`src/rtl/result_bcd_converter_if.sv`:
```
// result_bcd_converter_if: result bus from the ALU/power unit into the BCD converter and its display-side outputs
interface result_bcd_converter_if #(
    parameter int M = 24,
    parameter int D = 8
);
    logic signed [M-1:0] i_result;
    logic                i_error;
    logic                i_valid;
    logic [4*D-1:0]      o_bcd;
    logic                o_neg;
    logic                o_err;
    logic                o_busy;
    logic                o_done;

    modport master (
        output i_result, i_error, i_valid,
        input  o_bcd, o_neg, o_err, o_busy, o_done
    );

    modport slave (
        input  i_result, i_error, i_valid,
        output o_bcd, o_neg, o_err, o_busy, o_done
    );
endinterface

```
`src/rtl/result_bcd_converter.sv`:
```
// result_bcd_converter: signed result to sign + packed BCD via iterative double-dabble; BCD_LZ_BLANK_EN blanks leading zeros
module result_bcd_converter #(
    parameter int M = 24,
    parameter int D = 8
) (
    input logic                    CLK,
    input logic                    RST,
    result_bcd_converter_if.slave  bus
);
    localparam int CW = $clog2(M);

    typedef enum logic [1:0] {IDLE, ABS, SHIFT, DONE} state_t;

    state_t          state, next_state;
    logic [CW-1:0]   cnt;
    logic [M-1:0]    res;
    logic [M-1:0]    mag;
    logic [4*D-1:0]  scratch;
    logic [4*D-1:0]  adj;
    logic [4*D-1:0]  digits;
    logic            neg;
    logic            err;

    assign bus.o_busy = (state != IDLE);

    // state register
    always_ff @(posedge CLK or posedge RST) begin
        if (RST) state <= IDLE;
        else     state <= next_state;
    end

    // next state: errors skip the conversion and go straight to DONE
    always_comb begin
        next_state = state;
        case (state)
            IDLE:    if (bus.i_valid) next_state = bus.i_error ? DONE : ABS;
            ABS:     next_state = SHIFT;
            SHIFT:   if (cnt == CW'(M - 1)) next_state = DONE;
            DONE:    next_state = IDLE;
            default: next_state = IDLE;
        endcase
    end

    // add-3 correction for every scratch digit >= 5 before the next shift
    always_comb begin
        adj = scratch;
        for (int k = 0; k < D; k++)
            adj[4*k+:4] = (scratch[4*k+:4] >= 4'd5) ? scratch[4*k+:4] + 4'd3 : scratch[4*k+:4];
    end

`ifdef BCD_LZ_BLANK_EN
    logic lead;

    // replace zeros above the most significant nonzero digit with the blank code; digit 0 always shown
    always_comb begin
        digits = scratch;
        lead   = 1'b1;
        for (int k = D - 1; k > 0; k--) begin
            if (lead && scratch[4*k+:4] == 4'd0) digits[4*k+:4] = 4'hF;
            else                                 lead = 1'b0;
        end
    end
`else
    assign digits = scratch;
`endif

    // datapath: latch, take magnitude, shift M times, publish results in DONE
    always_ff @(posedge CLK or posedge RST) begin
        if (RST) begin
            cnt        <= '0;
            res        <= '0;
            mag        <= '0;
            scratch    <= '0;
            neg        <= 1'b0;
            err        <= 1'b0;
            bus.o_bcd  <= '0;
            bus.o_neg  <= 1'b0;
            bus.o_err  <= 1'b0;
            bus.o_done <= 1'b0;
        end else begin
            bus.o_done <= (state == DONE);
            case (state)
                IDLE: begin
                    if (bus.i_valid) begin
                        err <= bus.i_error;
                        res <= bus.i_result;
                    end
                end
                ABS: begin
                    mag     <= res[M-1] ? -res : res;
                    neg     <= res[M-1];
                    scratch <= '0;
                    cnt     <= '0;
                end
                SHIFT: begin
                    {scratch, mag} <= {adj[4*D-2:0], mag, 1'b0};
                    cnt            <= cnt + CW'(1);
                end
                DONE: begin
                    bus.o_bcd <= err ? {D{4'hE}} : digits;
                    bus.o_neg <= err ? 1'b0 : neg;
                    bus.o_err <= err;
                end
                default: ;
            endcase
        end
    end
endmodule

```
`src/flat_wrapper.sv`:
```
// flat-port wrapper written by rule: the top's interface ports become plain ports
module result_bcd_converter_flat 
#(
    parameter int M = 24,
    parameter int D = 8
)
  (CLK, RST, bus_i_result, bus_i_error, bus_i_valid, bus_o_bcd, bus_o_neg, bus_o_err, bus_o_busy, bus_o_done);
  result_bcd_converter_if #(.M(M), .D(D)) bus_i ();
  input logic CLK;
  input logic RST;
  input wire logic [$bits(bus_i.i_result)-1:0] bus_i_result;
  input wire logic [$bits(bus_i.i_error)-1:0] bus_i_error;
  input wire logic [$bits(bus_i.i_valid)-1:0] bus_i_valid;
  output wire logic [$bits(bus_i.o_bcd)-1:0] bus_o_bcd;
  output wire logic [$bits(bus_i.o_neg)-1:0] bus_o_neg;
  output wire logic [$bits(bus_i.o_err)-1:0] bus_o_err;
  output wire logic [$bits(bus_i.o_busy)-1:0] bus_o_busy;
  output wire logic [$bits(bus_i.o_done)-1:0] bus_o_done;
  assign bus_i.i_result = bus_i_result;
  assign bus_i.i_error = bus_i_error;
  assign bus_i.i_valid = bus_i_valid;
  assign bus_o_bcd = bus_i.o_bcd;
  assign bus_o_neg = bus_i.o_neg;
  assign bus_o_err = bus_i.o_err;
  assign bus_o_busy = bus_i.o_busy;
  assign bus_o_done = bus_i.o_done;
  result_bcd_converter #(.M(M), .D(D)) u_core (.CLK(CLK), .RST(RST), .bus(bus_i));
endmodule
```
`config.mk`:
```
export PLATFORM = sky130hd
export DESIGN_NAME = result_bcd_converter_flat
export DESIGN_NICKNAME = d
export VERILOG_FILES = /design/src/rtl/result_bcd_converter_if.sv /design/src/rtl/result_bcd_converter.sv /design/src/flat_wrapper.sv
export SDC_FILE = /design/constraint.sdc
export NUM_CORES = 1
export LEC_CHECK = 0
export ABC_AREA = 1
export BUFFER_PORTS_ARGS = -buffer_cell sky130_fd_sc_hd__buf_2
export CAP_MARGIN = 20
export CORE_UTILIZATION = 53
export DETAILED_ROUTE_END_ITERATION = 16
export GPL_ROUTABILITY_DRIVEN = 0
export HOLD_SLACK_MARGIN = 0.08
export MAX_ROUTING_LAYER = met4
export PLACE_DENSITY = 0.86
export SYNTH_ARGS = -nofsm -noshare
export SYNTH_HDL_FRONTEND = slang
export SYNTH_SLANG_ARGS = --single-unit
```
`constraint.sdc`:
```
create_clock -name CLK -period 3.3 [get_ports CLK]
set_input_delay 0.33 -clock CLK [delete_from_list [all_inputs] [get_ports CLK]]
set_output_delay 0.33 -clock CLK [all_outputs]
set_load 0.01 [all_outputs]
```
## Yosys cells after proc, flatten, opt, wreduce, memory -nomap -nowiden

Cells that the tools add are included.

- Flip-flop bits (word level): 124
- Input bits: 28
- Word-level logic and storage cells: 58

- Add/subtract/negate cells: 10
- $lt $le $gt $ge: 8
- Equal/unequal tests: 6
- Multiplexer cells: 18
- Reduce and logical (&&, ||, !) cells: 5

Operator list:

| kind | count |
|---|---|
| $pmux W32 S2 | 1 |
| $pmux W24 S2 | 1 |
| $ge A4 B3 Y1 const B | 8 |
| $mux W32 | 1 |
| $add A4 B2 Y4 const B | 7 |
| $mux W4 | 7 |
| $mux W24 | 1 |
| $neg A24 Y24 | 1 |
| $pmux W5 S2 | 1 |
| $pmux W2 S4 | 1 |
| $mux W2 | 3 |
| $add A5 B1 Y5 const B | 1 |
| $eq A5 B5 Y1 const B | 1 |
| $eq A2 B2 Y1 const B | 2 |
| $reduce_and A2 Y1 | 2 |
| $reduce_bool A2 Y1 | 2 |
| $add A3 B2 Y3 const B | 1 |
| $mux W3 | 1 |
| $eq A2 B1 Y1 const B | 1 |
| $logic_not A2 Y1 | 1 |
| $ne A2 B1 Y1 const B | 1 |
| $ne A2 B2 Y1 const B | 1 |
| $mux W1 | 1 |

## Longest topological paths before layout

- Word-level depth: 3
- Mapped depth: 10

## Worst setup path before layout

Ideal clock, no wire load.

- Path kind: register -> register
- Start: register u_core.state[1]
- End: register u_core.mag[4]
- Setup time: 0.086 ns
- Arrival: 1.520 ns
- Setup slack: 1.694 ns
- Stages on the path, launching flop included: 11
- Path buffers: 3
- Clock period less this slack: 1.606 ns
- Cell sequence: dfrtp_1 inv_1 ha_1 buf_4 inv_2 or2_1 buf_6 inv_2 buf_6 nand2_1 o221ai_2

- Longest elaborated chain between the ends: 2

RTL lines:

| what | RTL line | RTL |
|---|---|---|
| from (decl) | result_bcd_converter.sv:14 | `state_t state, next_state;` |
| from (signal assigned) | result_bcd_converter.sv:29 | `else state <= next_state;` |
| $eq A2 B2 Y1 or $eq A2 B1 Y1 (tied branches) | result_bcd_converter.sv:82 | `case (state)` |
| $pmux W24 S2 or $reduce_bool A2 Y1 (tied branches) | -- |  |
| to (signal assigned) | result_bcd_converter.sv:90 | `mag <= res[M-1] ? -res : res;` |
| to (signal assigned) | result_bcd_converter.sv:96 | `{scratch, mag} <= {adj[4*D-2:0], mag, 1'b0};` |
| to (decl) | result_bcd_converter.sv:17 | `logic [M-1:0] mag;` |

Parallel ways exist; a longest one is shown, timed or not.
A chain may end at the register's enable or synchronous reset.

## Worst setup path in the final report

Same ends and word-level chain as after synthesis.

==> results.cfg <==
[setup_path]
required_ps = 3630
slowest_delay_ps = 400
worstSetupPathType = flip-flop to flip-flop
crit_family = buffers and inverters
worstPathCellList = inv_1 -> ha_1 -> buf_4 -> inv_2 -> or2_1 -> inv_2 -> nand2_1 -> o221ai_2
critPathLaunchType = flip-flop
path_common_cell = inv_2
endpoint_kind = flip-flop
crit_fanout = 29
cp_slowest_cell = dfrtp_1
critPathBufInv = 4
worstPathArrival_ps = 2610

[detailed_routing]
drtIter0Drc = 360
routedWlPerCell_um = 14.6
via_count = 5216
ant_nets = 0
drc = 0
firstDrtPassIters = 5
vias_per_cell = 5.49
routed_wirelength_um = 13900

[logic_synthesis]
yosysTopAreaCell = dfrtp_1
ys_ff_latch = 124
synth_cell_types = 31
synth-main-ff-cell = dfrtp_1
synth_area_leaders = dfrtp_1 51%, nand2_1 7.1%, o21ai_0 6.1%, a21oi_1 6.0%, inv_1 5.5%
synth_top_area_share_pct = 50.7
synthCells = 733
synth.most_common_cell = dfrtp_1
synth_nets = 784
synth_edf_count = 0
yosysSeqAreaShare_pct = 50.7
async_reset_ff_share_pct = 100
synth_common_cells = 124 x dfrtp_1, 116 x nand2_1, 89 x inv_1
yosys_warnings = 0
postSynthAreaPerCell_um2 = 8.34
syn_area_um2 = 6110

[flow_run]
cap_violations = 0

[clock_network]
cts_setup_buffers = 0
cts_tree = yes
root_buffer = clkbuf_16
cts.clk_slew.worst_paths_ps = 50
cts_buffers = 17
clockBufferDepth = 2
cts.sinks = 124
htree_levels = 4
insertion_delay_ps = 420

[floorplanning]
start_util_pct = 55.4
rows = 38
die-area_um2 = 12000
coreArea_um2 = 11000
pin_count = 64
die_x_um = 109
die_h_um = 109

[finish]
drive_gt1_share_pct = 15.6
diodes = 0
fin_cells = 950
final_nets = 850
nFillCells = 858
fin_area_um2 = 7140
syn2layout_area_growth_pct = 16.7

[placed_design]
dp_slack_ps = 1060
dpl.cell_count = 919
place_area_um2 = 6560
dpl.hpwl_um = 9060
io_buffers = 63

[sta]
fin_crit_ps = 2280
worstMarginPinSlew_ps = 785
finalHoldViolCount = 0
fmax_mhz = 439
slew-limit-headroom_pct = 47.6
tns_ps = 0
period_share_pct = 69.0
clock_skew_ps = 7.03
finalWorstSetupSlack_ps = 1020
setup_viol_count_final = 0
rsz0062_at_grt = no
drv_slew = 0

[power]
p_leak_uw = 0.00340
ir_drop_uv = 608
power_density_nw_per_um2 = 930
finalPower_uw = 6640

[grt]
antenna_found_initial = 0
grt_pass1_wl_um = 23400
grt_max_degree = 61
grt_pass1_vias = 5085
grt_use_total_pct = 26.6
globalRoute.totalOverflow = 0

[status]
status = completed

[hold_path]
hold_class = input pin to flip-flop
## repair_timing
action                                 4_1_cts  5_1_grt
hold buffers                                 1        0
endpoints found under the hold margin       29        0
resized for setup                            0        0
## stage by stage
stage / util [%] / hold slack, ps
5_1_grt: 64.7 / 139
4_1_cts: 64.7 / 138
6_report: 64.7 / 148
2_1_floorplan: - / 459
3_5_place_dp: 59.5 / 463
3_3_place_gp: 59.5 / 466
## path summary, 6_finish.rpt
check / end / slack (ps) / depth (start not counted) / start
min in group asynchronous: u_core.digits[22]$_DFFE_PP0P_ / 550 / 3 / RST
hold reg to reg: u_core.bus.o_bcd[20]$_DFFE_PP0P_ / 480 / 2 / u_core.bus.o_bcd[20]$_DFFE_PP0P_
hold / removal: u_core.res[13]$_DFFE_PP0P_ / 150 / 2 / bus_i_result[13]
setup reg to reg: u_core.mag[4]$_DFFE_PP0P_ / 1020 / 8 / u_core.state[1]$_DFFE_PP0P_
setup / recovery: u_core.mag[4]$_DFFE_PP0P_ / 1020 / 8 / u_core.state[1]$_DFFE_PP0P_
max in group asynchronous: u_core.res[10]$_DFFE_PP0P_ / 1900 / 4 / RST
## state kept, by name, indices dropped and copies added (netlist names)
name,count
u_core.mag,24
u_core.err,1
u_core.cnt,5
u_core.neg,1
u_core.state,2
u_core.bus.o_bcd,32
u_core.bus.o_err,1
u_core.res,24
u_core.bus.o_done,1
u_core.bus.o_neg,1
u_core.digits,32
## per-layer routing
layer / up-vias / GRT usage [%] / wire length, um
li1: 2535 / - / -
met1: 2485 / 32.3 / 6090
met2: 171 / 42.9 / 6780
met3: 25 / 5.93 / 738
met4: 0 / 11.1 / 259
met5: - / - / 0
## report_power, final
part / internal (uW) / leakage [uW] / total, uW / switching, uW
combinational: 857 / 0.00159 / 2480 / 1620
sequential: 2040 / 0.00154 / 2370 / 328
clock: 1150 / 0.000281 / 1790 / 640
## area by class of cell
type / count / area (um2) / area share [%]
clock buffers: 22 / 474 / 6.64
repair buffers: 74 / 413 / 5.79
clock inverters: 8 / 92.6 / 1.30
multi-input cells: 488 / 2520 / 35.3
inverters: 94 / 357 / 5.00
flip-flops and latches: 124 / 3100 / 43.5
well taps: 140 / 175 / 2.45
## logic make-up (layout without fill, tap and decap cells)
group,Yosys count,in the layout,synth area share (%)
xor gates and xnor gates,6,6,0.859
adders and majority gates,23,23,4.71
AOI/OAI and AO/OA,180,180,16.0
DFF,124,124,50.7
and+or+nand+nor,274,274,18.8
buffers and inverters,121,198,8.00
muxes,5,5,0.921
## placed cells by master, fill, tap and decap left out, drive strengths merged, types with 2 or more instances in the layout
cell,n
o21ai,74
o22ai,18
nor3,3
or2,12
mux2,5
clkbuf,22
o211ai,5
nand3,45
clkinv,6
nand4,6
xor2,6
a21oi,73
inv,92
clkinvlp,2
o21bai,5
bufinv,2
nor2,89
nor4,2
ha,23
nand2,116
o221ai,3
buf,73
dfrtp,124
Note: power is estimated with default switching activity, not from simulation.
